**src/rtl/dsp_fir_pkg.sv**
```systemverilog
// Shared types and constants for the FIR sequencer and its tap storage.
package dsp_fir_pkg;

  localparam int W_AB = 18;
  localparam int W_P  = 48;

  // DSP OPMODE encodings: P = M, and P = P + M
  localparam logic [7:0] OPM_MUL = 8'b0000_0001;
  localparam logic [7:0] OPM_ACC = 8'b0000_1001;

  typedef enum logic [1:0] {
    IDLE  = 2'd0,
    ISSUE = 2'd1,
    DRAIN = 2'd2,
    OUT   = 2'd3
  } state_e;

endpackage

```
**src/rtl/dsp_fir_tapline.sv**
```systemverilog
// Sample delay line and coefficient register file with one indexed read port.
module dsp_fir_tapline
  import dsp_fir_pkg::*;
#(
  parameter int TAPS = 4,
  parameter int IW   = 2
) (
  input  logic                   clk,
  input  logic                   rst_n,
  input  logic                   shift_en,
  input  logic signed [W_AB-1:0] shift_data,
  input  logic                   coef_we,
  input  logic [IW-1:0]          coef_addr,
  input  logic signed [W_AB-1:0] coef_data,
  input  logic [IW-1:0]          rd_idx,
  output logic signed [W_AB-1:0] rd_x,
  output logic signed [W_AB-1:0] rd_h
);

  logic signed [W_AB-1:0] x_q [TAPS];
  logic signed [W_AB-1:0] h_q [TAPS];

  // Shift new samples into slot 0 and apply coefficient writes; both clear on reset.
  always_ff @(posedge clk or negedge rst_n) begin
    if (!rst_n) begin
      for (int i = 0; i < TAPS; i++) begin
        x_q[i] <= '0;
        h_q[i] <= '0;
      end
    end else begin
      if (shift_en) begin
        x_q[0] <= shift_data;
        for (int i = 1; i < TAPS; i++) x_q[i] <= x_q[i-1];
      end
      if (coef_we) h_q[coef_addr] <= coef_data;
    end
  end

  assign rd_x = x_q[rd_idx];
  assign rd_h = h_q[rd_idx];

endmodule

```
**src/rtl/dsp_fir_sequencer.sv**
```systemverilog
// Streams one sample per request through a TAPS-tap FIR on an external DSP slice.
//   state | meaning
//   IDLE  | waiting for a sample; coefficient writes accepted
//   ISSUE | one tap product per cycle, P = M then P = P + M
//   DRAIN | zero operands while the last products flow through the DSP pipe
//   OUT   | result held until the consumer takes it; DSP pipe frozen
module dsp_fir_sequencer
  import dsp_fir_pkg::*;
#(
  parameter int TAPS     = 4,
  parameter int DSP_LAT  = 3,
  parameter int OPM_SKEW = 1
) (
  input  logic                   clk,
  input  logic                   RSTN,
  input  logic signed [W_AB-1:0] in_data,
  input  logic                   in_valid,
  output logic                   in_ready,
  input  logic                   coef_we,
  input  logic [3:0]             coef_addr,
  input  logic signed [W_AB-1:0] coef_data,
  output logic                   coef_err,
  output logic signed [W_AB-1:0] dsp_a,
  output logic signed [W_AB-1:0] dsp_b,
  output logic [7:0]             dsp_opmode,
  output logic                   dsp_ce,
  input  logic [W_P-1:0]         dsp_p,
  output logic [W_P-1:0]         out_data,
  output logic                   out_valid,
  input  logic                   out_ready
);

  localparam int IW = $clog2(TAPS);
  localparam int DW = (DSP_LAT > 1) ? $clog2(DSP_LAT) : 1;

  state_e                 state_q;
  logic [IW-1:0]          tap_q;
  logic [DW-1:0]          drain_q;
  logic                   in_ready_q, dsp_ce_q, out_valid_q, coef_err_q;
  logic [W_P-1:0]         out_data_q;

  logic                   addr_ok, coef_wr, accept;
  logic signed [W_AB-1:0] rd_x, rd_h;
  logic signed [W_AB-1:0] a_d, b_d;
  logic [7:0]             opm_d, opm_out;

  assign addr_ok = ({1'b0, coef_addr} < 5'(TAPS));
  assign coef_wr = coef_we & addr_ok & (state_q == IDLE);
  assign accept  = in_valid & in_ready_q;

  dsp_fir_tapline #(.TAPS(TAPS), .IW(IW)) u_tapline (
    .clk        (clk),
    .rst_n      (RSTN),
    .shift_en   (accept),
    .shift_data (in_data),
    .coef_we    (coef_wr),
    .coef_addr  (coef_addr[IW-1:0]),
    .coef_data  (coef_data),
    .rd_idx     (tap_q),
    .rd_x       (rd_x),
    .rd_h       (rd_h)
  );

  // Sequencing FSM with registered handshake, clock-enable and result outputs.
  always_ff @(posedge clk or negedge RSTN) begin
    if (!RSTN) begin
      state_q     <= IDLE;
      tap_q       <= '0;
      drain_q     <= '0;
      in_ready_q  <= 1'b1;
      dsp_ce_q    <= 1'b0;
      out_valid_q <= 1'b0;
      out_data_q  <= '0;
      coef_err_q  <= 1'b0;
    end else begin
      coef_err_q <= coef_we & ~coef_wr;
      case (state_q)
        IDLE: begin
          if (in_valid) begin
            state_q    <= ISSUE;
            tap_q      <= '0;
            in_ready_q <= 1'b0;
            dsp_ce_q   <= 1'b1;
          end
        end
        ISSUE: begin
          if (tap_q == IW'(TAPS - 1)) begin
            state_q <= DRAIN;
            drain_q <= DW'(DSP_LAT - 1);
          end else begin
            tap_q <= tap_q + IW'(1);
          end
        end
        DRAIN: begin
          if (drain_q == '0) begin
            state_q     <= OUT;
            out_data_q  <= dsp_p;
            out_valid_q <= 1'b1;
            dsp_ce_q    <= 1'b0;
          end else begin
            drain_q <= drain_q - DW'(1);
          end
        end
        OUT: begin
          if (out_ready) begin
            state_q     <= IDLE;
            out_valid_q <= 1'b0;
            in_ready_q  <= 1'b1;
          end
        end
        default: state_q <= IDLE;
      endcase
    end
  end

  // Operand and opmode selection for the current tap; zeros outside ISSUE.
  always_comb begin
    a_d   = '0;
    b_d   = '0;
    opm_d = 8'h00;
    if (state_q == ISSUE) begin
      a_d   = rd_x;
      b_d   = rd_h;
      opm_d = (tap_q == '0) ? OPM_MUL : OPM_ACC;
    end else if (state_q == DRAIN) begin
      opm_d = OPM_ACC;
    end
  end

  generate
    if (OPM_SKEW == 0) begin : g_no_skew
      assign opm_out = opm_d;
    end else begin : g_skew
      logic [7:0] skew_q [OPM_SKEW];
      // Delay opmode so it meets the products at the DSP P stage.
      always_ff @(posedge clk or negedge RSTN) begin
        if (!RSTN) begin
          for (int i = 0; i < OPM_SKEW; i++) skew_q[i] <= 8'h00;
        end else begin
          skew_q[0] <= opm_d;
          for (int i = 1; i < OPM_SKEW; i++) skew_q[i] <= skew_q[i-1];
        end
      end
      assign opm_out = skew_q[OPM_SKEW-1];
    end
  endgenerate

  assign in_ready   = in_ready_q;
  assign dsp_ce     = dsp_ce_q;
  assign dsp_a      = a_d;
  assign dsp_b      = b_d;
  assign dsp_opmode = opm_out;
  assign out_data   = out_data_q;
  assign out_valid  = out_valid_q;
  assign coef_err   = coef_err_q;

endmodule

```
**config.mk**
```make
export PLATFORM = sky130hd
export DESIGN_NAME = dsp_fir_sequencer
export DESIGN_NICKNAME = d
export VERILOG_FILES = /design/src/rtl/dsp_fir_pkg.sv /design/src/rtl/dsp_fir_tapline.sv /design/src/rtl/dsp_fir_sequencer.sv
export SDC_FILE = /design/constraint.sdc
export NUM_CORES = 1
export LEC_CHECK = 0
export CORE_MARGIN = 8
export CORE_UTILIZATION = 48
export CTS_BUF_LIST = sky130_fd_sc_hd__clkbuf_8
export DETAILED_ROUTE_END_ITERATION = 10
export PLACE_DENSITY = 0.88
export SETUP_SLACK_MARGIN = 0.5
export SYNTH_ARGS = -nofsm -noshare
export SYNTH_HDL_FRONTEND = slang
export SYNTH_SLANG_ARGS = --single-unit
```
**constraint.sdc**
```tcl
create_clock -name clk -period 2 [get_ports clk]
set_input_delay 0.4 -clock clk [delete_from_list [all_inputs] [get_ports clk]]
set_output_delay 0.4 -clock clk [all_outputs]
set_load 0.02 [all_outputs]
```
; ---- Word-level counts from Yosys, hierarchy flattened
; Cells that the tools add are included.
; Widths: inputs -> output; s select.
[totals]
ff_bits = 210
in_bits = 93
out_inout_bits = 96
word_cells = 89
[classes]
n_addsub = 2
n_lt_le_gt_ge = 4
eq_ne = 10
muxes = 33
bitwise_logic = 7
reduce_logical = 16
[ops]
columns = operator, n
row1 = $mux 18, 7
row2 = $bmux 18 s2, 2
row3 = $bwmux 72, 1
row4 = $demux 18 s2, 1
row5 = $reduce_and 3->1, 5
row6 = $mux 2, 7
row7 = $mux 4, 3
row8 = $ne 2x2->1 const B, 6
row9 = $reduce_bool 2->1, 5
row10 = $pmux 2 s2, 2
row11 = $pmux 2 s4, 1
row12 = $eq 2x2->1 const B, 3
row13 = $ge 3x3->1 const B, 2
row14 = $logic_not 2->1, 3
row15 = $mux 1, 6
row16 = $not 2->3, 2
row17 = $pmux 1 s2, 3
row18 = $and 1x1->1, 4
row19 = $lt 4x3->1 const B, 1
row20 = $reduce_and 4->1, 1
row21 = $lt 3x1->1 const B, 1
row22 = $add 2x1->2 const B, 1
row23 = $eq 2x1->1 const B, 1
row24 = $reduce_and 2->1, 1
row25 = other kinds (3), 3

; ---- Depth between registers and ports, before layout
; Gate-level depths: netlist of run 1.
[depth]
depth_word = 6
mapped_depth = 7
depth_no_buf = 5

; ---- Hierarchy
; From an unflattened synthesis of run 1, not the netlist that was laid out.
[hier_totals]
cells_unflattened = 577
hier_area_um2 = 9115.0
[modules_own_cells]
columns = mod, n_inst, cells_per_inst, area_per_inst_um2, seq_area_each_um2
row1 = dsp_fir_tapline, 1, 349, 6206.0, 3603.5
row2 = dsp_fir_sequencer, 1, 228, 2909.0, 1502.7

; ---- Worst setup path after synthesis of run 1
; Ideal clock, no wire load.
[synth_path]
path_type = reg2out
from = register state_q[1]
to = output dsp_a[0]
t_arrival_ns = 1.602
t_required_ns = 1.600
path_slack_ns = -0.002
stages_incl_launch_ff = 7
n_path_buf = 3
cell_sequence = dfrtp_1 -> inv_1 -> ha_1 -> clkbuf_1 -> clkbuf_1 -> clkbuf_1 -> and2_1
[synth_via]
elab_chain_len = 2
[synth_lines]
columns = item, line
row1 = "start, declared", dsp_fir_sequencer.sv:36  ; state_e state_q;
row2 = "start signal, assigned", dsp_fir_sequencer.sv:67  ; state_q <= IDLE;
row3 = "start signal, assigned", dsp_fir_sequencer.sv:80  ; state_q <= ISSUE;
row4 = "start signal, assigned", dsp_fir_sequencer.sv:88  ; state_q <= DRAIN;
row5 = $eq 2x1->1, dsp_fir_sequencer.sv:121  ; if (state_q == ISSUE) begin
row6 = $mux 18, dsp_fir_sequencer.sv:121
row7 = "end, declared", dsp_fir_sequencer.sv:23  ; output logic signed [W_AB-1:0] dsp_a,
; Every way passes these cells.

; ---- Final worst setup path of run 1
[layout_path]
from = register tap_q[0]
to = output dsp_b[10]
[layout_via]
elab_chain_len = 5
[layout_lines]
columns = item, line
row1 = "start, declared", dsp_fir_sequencer.sv:37  ; logic [IW-1:0] tap_q;
row2 = "start signal, assigned", dsp_fir_sequencer.sv:91  ; tap_q <= tap_q + IW'(1);
row3 = $not 2->3 (not written as such), dsp_fir_tapline.sv:40  ; assign rd_h = h_q[rd_idx];
row4 = $bmux 18 s2, dsp_fir_tapline.sv:40
row5 = $mux 18 (not written as such) (2 in a row), dsp_fir_tapline.sv:40
row6 = $mux 18, dsp_fir_sequencer.sv:121
row7 = "end, declared", dsp_fir_sequencer.sv:24  ; output logic signed [W_AB-1:0] dsp_b,
; Every way passes these cells. The select of a mux whose other input is x is not followed.

==> flow_summary.toml, run 1 <==
[timing]
setup_tns_ps = -15560
setup_viol = 71
worst_slack_ps = -475
drv_slew = 0
finalHoldViolations = 0
hold_ws_ps = 407
rsz0062_at_grt = "true"
max_freq_mhz = 404
finalCriticalPeriod_ps = 2470
fin_skew_ps = 14.9
post-route-period-util_pct = 124

[synth]
synth_edf_count = 0
ys_types = 37
ys_ff_latch = 204
synthTopCellsByCount = "203 x dfrtp_1, 193 x mux2_2, 36 x and2_1, 36 x mux4_2, 15 x buf_2"
yosys.area.top_type = "dfrtp_1"
synth_flop_cell = "dfrtp_1"
synth_cells = 573
synth_top_area_share_pct = 56.0
synth_area_leaders = "dfrtp_1 56%, mux2_2 24%, mux4_2 8.9%"
yosysWarningCount = 0
postSynthAreaPerCell_sq_um = 15.8
async_reset_ff_share_pct = 100
yosysSeqAreaShare_pct = 56.3
synth.most_common_cell = "dfrtp_1"
netlist_area_sq_um = 9070

[floorplanning]
dieHeight_um = 153
pin_count = 189
dieWidth_um = 153
core_sq_um = 18600
die_area_sq_um = 23600
rows = 50
start_util_pct = 48.7

[placement]
hpwl_um = 14700
numPortBuffers = 182
placed_cells = 984
finalWeightedCongestion = 0.788

[clock_network]
cts_tree = "yes"
cts_root_buf = "clkbuf_8"
clock_path_buffers = 3
cts_buffers = 36
h-tree-depth = 2
insertion_delay_ps = 510
cts.sink_count = 204
cts.clk_slew.worst_paths_ps = 60

[run]
maxCapViolations = 0

[global_route]
grt_pass1_wl_um = 40000
antenna_found_initial = 0
grt_max_degree = 65
grt_pass1_vias = 7226
grt_use_total_pct = 21.3
grt.overflow.total = 0

[outcome]
status = "complete, but fails checks"
violations = "setup timing"

[final_layout]
area_growth_pct = 49.9
nets = 960
layout-drive-gt1-share_pct = 60.5
n_antenna_cell = 0
final_cell_count_no_fill = 1117

[setup_path]
cpPeakStageDelay_ps = 510
critPathArrivalTime_ps = 2070
r2r_setup_slack_ps = -80
critPathLaunchType = "flip-flop"
cp_num_buf_inv = 4
cp_common_cell = "buf_6"
r2r_end = "u_tapline.h_q[21]"
crit_path_cell_trace = "buf_4, buf_6, buf_12, mux4_2, and2_4, buf_6"
crit_path_end_kind = "output port"
startpoint = "tap_q[0]"
cp_max_fo = 5
crit_type = "flip-flop to output port"
reg2reg_from = "state_q[0]"
crit_family = "multiplexers"
ff2ff_path_depth = 10
slowest_stage = "mux4_2"
required_ps = 1600

[routing]
vias = 6097
drtIter0Drc = 290
wire_per_inst_um = 23.0
detail-route-antenna-nets = 0
dr.pass1.iters = 4
vias_per_cell = 5.46
wl_um = 25700
drc = 0

[min_path]
hold_class = "input pin to asynchronous set/reset pin"

[pwr]
power_leakage_nw = 6.46
total_power_mw = 22.1
worst_ir_drop_vdd_mv = 0.889
p_per_area_nw_per_um2 = 1620
-- cell families after synthesis --
logic type	count (synthesis)	synth area share [%]
AOI/OAI and AO/OA	19	1.61
and+or+nand+nor	61	4.48
adders and majority gates	10	1.38
muxes	232	33.2
DFF	204	56.3
other	1	0.0413
buffers and inverters	46	2.99
-- how the worst max path moves through the flow --
stage                      to  slack (ps)  cells past startpoint
detailed placement  dsp_b[13]        -310                      4
finish              dsp_b[10]        -470                      6
CTS                  dsp_b[0]        -530                      6
global placement    dsp_b[12]        -280                      4
global route        dsp_b[17]        -550                      6
floorplan            dsp_a[0]         220                      4
-- where the power goes --
group | internal [mW] | switching (mW)
Sequential | 6.11 | 1.29
Combinational | 6.39 | 4.45
Clock | 2.14 | 1.67
-- sequential cells by signal, indices dropped and copies added, names as in the netlist, 2 cells and up --
register and flops:
drain_q 2, dsp_opmode 2, tap_q 2, out_data 48, u_tapline.x_q 72, u_tapline.h_q 72
state_q 2
-- cells in the final DEF, fill, tap and decap left out, types with 2 or more instances in the layout --
cell type,netlist,final
conb_1,1,6
dfrtp_1,203,201
inv_1,10,19
mux2_2,193,112
dfrtp_2,0,2
nand2_8,0,2
nor2b_4,0,3
ha_1,10,4
clkdlybuf4s50_1,0,91
and2_4,0,36
ha_4,0,5
buf_6,5,62
buf_16,0,22
nand3b_4,2,2
a21oi_2,0,3
mux4_2,36,36
a21oi_1,5,2
buf_12,1,20
a22o_1,3,3
mux2_4,0,81
nand2_1,7,4
mux2i_1,3,3
clkbuf_8,0,49
buf_2,15,50
inv_2,0,2
clkinv_2,0,3
a221o_1,3,3
buf_4,7,28
-- final cells by class --
type                       count  area, sq um
multi-input combinational    328         4290
fill                        1117         5040
timing repair buffer         277         3140
clock inverter                16         63.8
tap                          234          293
sequential                   204         5110
inverter                      10         45.0
clock buffer                  48          661
-- through the flow --
step                setup WS (ps)  util, %  cell area (sq um)
detailed placement           -311     61.4              11400
CTS                          -528     71.5              13300
finish                       -475     72.9              13600
global placement             -280     61.4              11400
global route                 -549     72.9              13600
floorplan                     219        -               9270
-- what timing repair did --
| action | CTS | global route |
|---|---|---|
| hold buffers | 1 | 0 |
| gates cloned | 22 | 1 |
| setup endpoints to repair | 217 | 181 |
| endpoints found under the hold margin | 41 | 0 |
| pin swaps | 25 | 6 |
| setup buffers | 36 | 9 |
| resized for setup | 559 | 50 |
-- routing by layer --
| layer | up-vias | part of all wire (%) | global-route usage [%] |
|---|---|---|---|
| met4 | 0 | 2.7 | 8.17 |
| met2 | 232 | 52 | 36.3 |
| met3 | 57 | 7.2 | 6.95 |
| met5 | - | 0 | 0 |
| met1 | 3160 | 39 | 24.7 |
| li1 | 2648 | - | - |
No activity file was read; power rests on OpenSTA's default activity.
==> run 2: changes to the inputs <==
Settings changed: CTS_CLUSTER_DIAMETER from default to 50, HOLD_SLACK_MARGIN from default to 0.06, REMOVE_ABC_BUFFERS from default to 1.
==> run 2 against run 1 <==
Effect of this change:
- critical path depth shrank 1
- hold slack got worse by 21 ps
- via count grew 5.2%
- clock skew about the same
- the flow still finishes with violations (setup timing)
- cell area is 4.1% higher
- sequential power increased by 2%
- clock power up 3%
- final cell count up 2.6%
==> flow_summary.toml, run 2 (same netlist as run 1, synthesis figures left out) <==
[outcome]
violations = "setup timing"
status = "complete, but fails checks"

[routing]
wire_per_inst_um = 25.8
dr.pass1.iters = 4
detail-route-antenna-nets = 0
drc = 0
drtIter0Drc = 257
wl_um = 29600
vias_per_cell = 5.60
vias = 6415

[floorplanning]
dieHeight_um = 153
start_util_pct = 48.7
dieWidth_um = 153
rows = 50
pin_count = 189
core_sq_um = 18600
die_area_sq_um = 23600

[setup_path]
cp_max_fo = 6
crit_path_end_kind = "output port"
crit_type = "flip-flop to output port"
critPathLaunchType = "flip-flop"
ff2ff_path_depth = 10
critPathArrivalTime_ps = 2080
reg2reg_from = "tap_q[0]"
r2r_setup_slack_ps = -230
r2r_end = "state_q[1]"
required_ps = 1600

[clock_network]
cts_buffers = 37
insertion_delay_ps = 530
cts_root_buf = "clkbuf_8"
cts.sink_count = 204
cts.clk_slew.worst_paths_ps = 60
cts_tree = "yes"
clock_path_buffers = 3
h-tree-depth = 2

[timing]
rsz0062_at_grt = "true"
finalCriticalPeriod_ps = 2480
finalHoldViolations = 0
setup_viol = 70
max_freq_mhz = 403
fin_skew_ps = 14.6
worst_slack_ps = -483
post-route-period-util_pct = 124
drv_slew = 0

[pwr]
worst_ir_drop_vdd_mv = 1.04
total_power_mw = 23.4
p_per_area_nw_per_um2 = 1660
power_leakage_nw = 6.92

[final_layout]
layout-drive-gt1-share_pct = 60.7
final_cell_count_no_fill = 1146
layout_commonest_cell = "dfrtp_1"
fillers = 999
area_growth_pct = 56.0
layout_common_cells = "201 x dfrtp_1, 144 x mux2_4, 91 x clkdlybuf4s50_1, 86 x buf_6, 55 x buf_4"
nets = 986
fin_util_pct = 75.9
multi_input_comb_area_sq_um = 4520
register_area_sq_um = 5110

[placement]
placed_cells = 995
numPortBuffers = 182
hpwl_um = 15100
finalWeightedCongestion = 0.737

[run]
maxCapViolations = 0

[global_route]
grt_max_degree = 50
grt_pass1_vias = 7525
grt_use_total_pct = 23.5
grt_pass1_wl_um = 43200
grt.overflow.total = 0
antenna_found_initial = 1

[min_path]
hold_class = "input pin to asynchronous set/reset pin"
[run 2: final cells by class]
class / instances / area share [%]
flip-flops and latches: 204 / 36.1
multi-input cells: 328 / 32.0
repair buffers: 302 / 24.3
clock buffers: 48 / 4.67
well taps: 234 / 2.07
clock inverters: 19 / 0.548
inverters: 10 / 0.283
diodes: 1 / 0.0177
[run 2: metal layers]
metal,vias to the layer above,track usage [%],part of all wire [%]
met5,-,0,0
met4,0,9.66,3.5
met3,80,7.06,7.3
met2,267,41.8,52
met1,3372,25.7,37
li1,2696,-,-
[run 2: power by group]
part	leakage (nW)	internal [mW]	total [mW]	switching, mW
Clock	0.438	2.15	3.93	1.79
Combinational	3.97	7.17	12.0	4.80
Sequential	2.51	6.11	7.53	1.41
[run 2: worst max-delay path by stage]
stage | startpoint | end | depth (start not counted)
after floorplan | tap_q[0] | state_q[1] | 4
after global placement | tap_q[0] | dsp_a[13] | 4
after detailed placement | tap_q[0] | dsp_a[1] | 4
after CTS | tap_q[0] | dsp_a[11] | 6
after global routing | tap_q[0] | dsp_b[6] | 5
final | tap_q[0] | dsp_b[6] | 5
[run 2: worst max-delay path, stage by stage (launching register included)]
cell	delay [ps]
dfrtp_2	400
buf_6	110
buf_6	140
mux4_2	540
and2_1	190
buf_2	160
[run 2: what timing repair did]
| item | 4_1_cts | 5_1_grt |
|---|---|---|
| pin swaps | 28 | 8 |
| endpoints found under the hold margin | 32 | 0 |
| gates resized for setup | 615 | 134 |
| hold buffers | 1 | 0 |
| setup endpoints to repair | 217 | 195 |
| gates cloned | 22 | 0 |
| buffers inserted | 37 | 23 |
[run 2: per-stage QoR]
stage | hold slack, ps | setup slack (ps) | instance area, sq um | TNS (ps)
2_1_floorplan | 104 | -954 | 8860 | -92880
3_3_place_gp | 352 | -250 | 11400 | -9120
3_5_place_dp | 362 | -291 | 11400 | -10540
4_1_cts | 380 | -477 | 13500 | -14840
5_1_grt | 403 | -533 | 14200 | -19560
6_report | 385 | -483 | 14200 | -16330
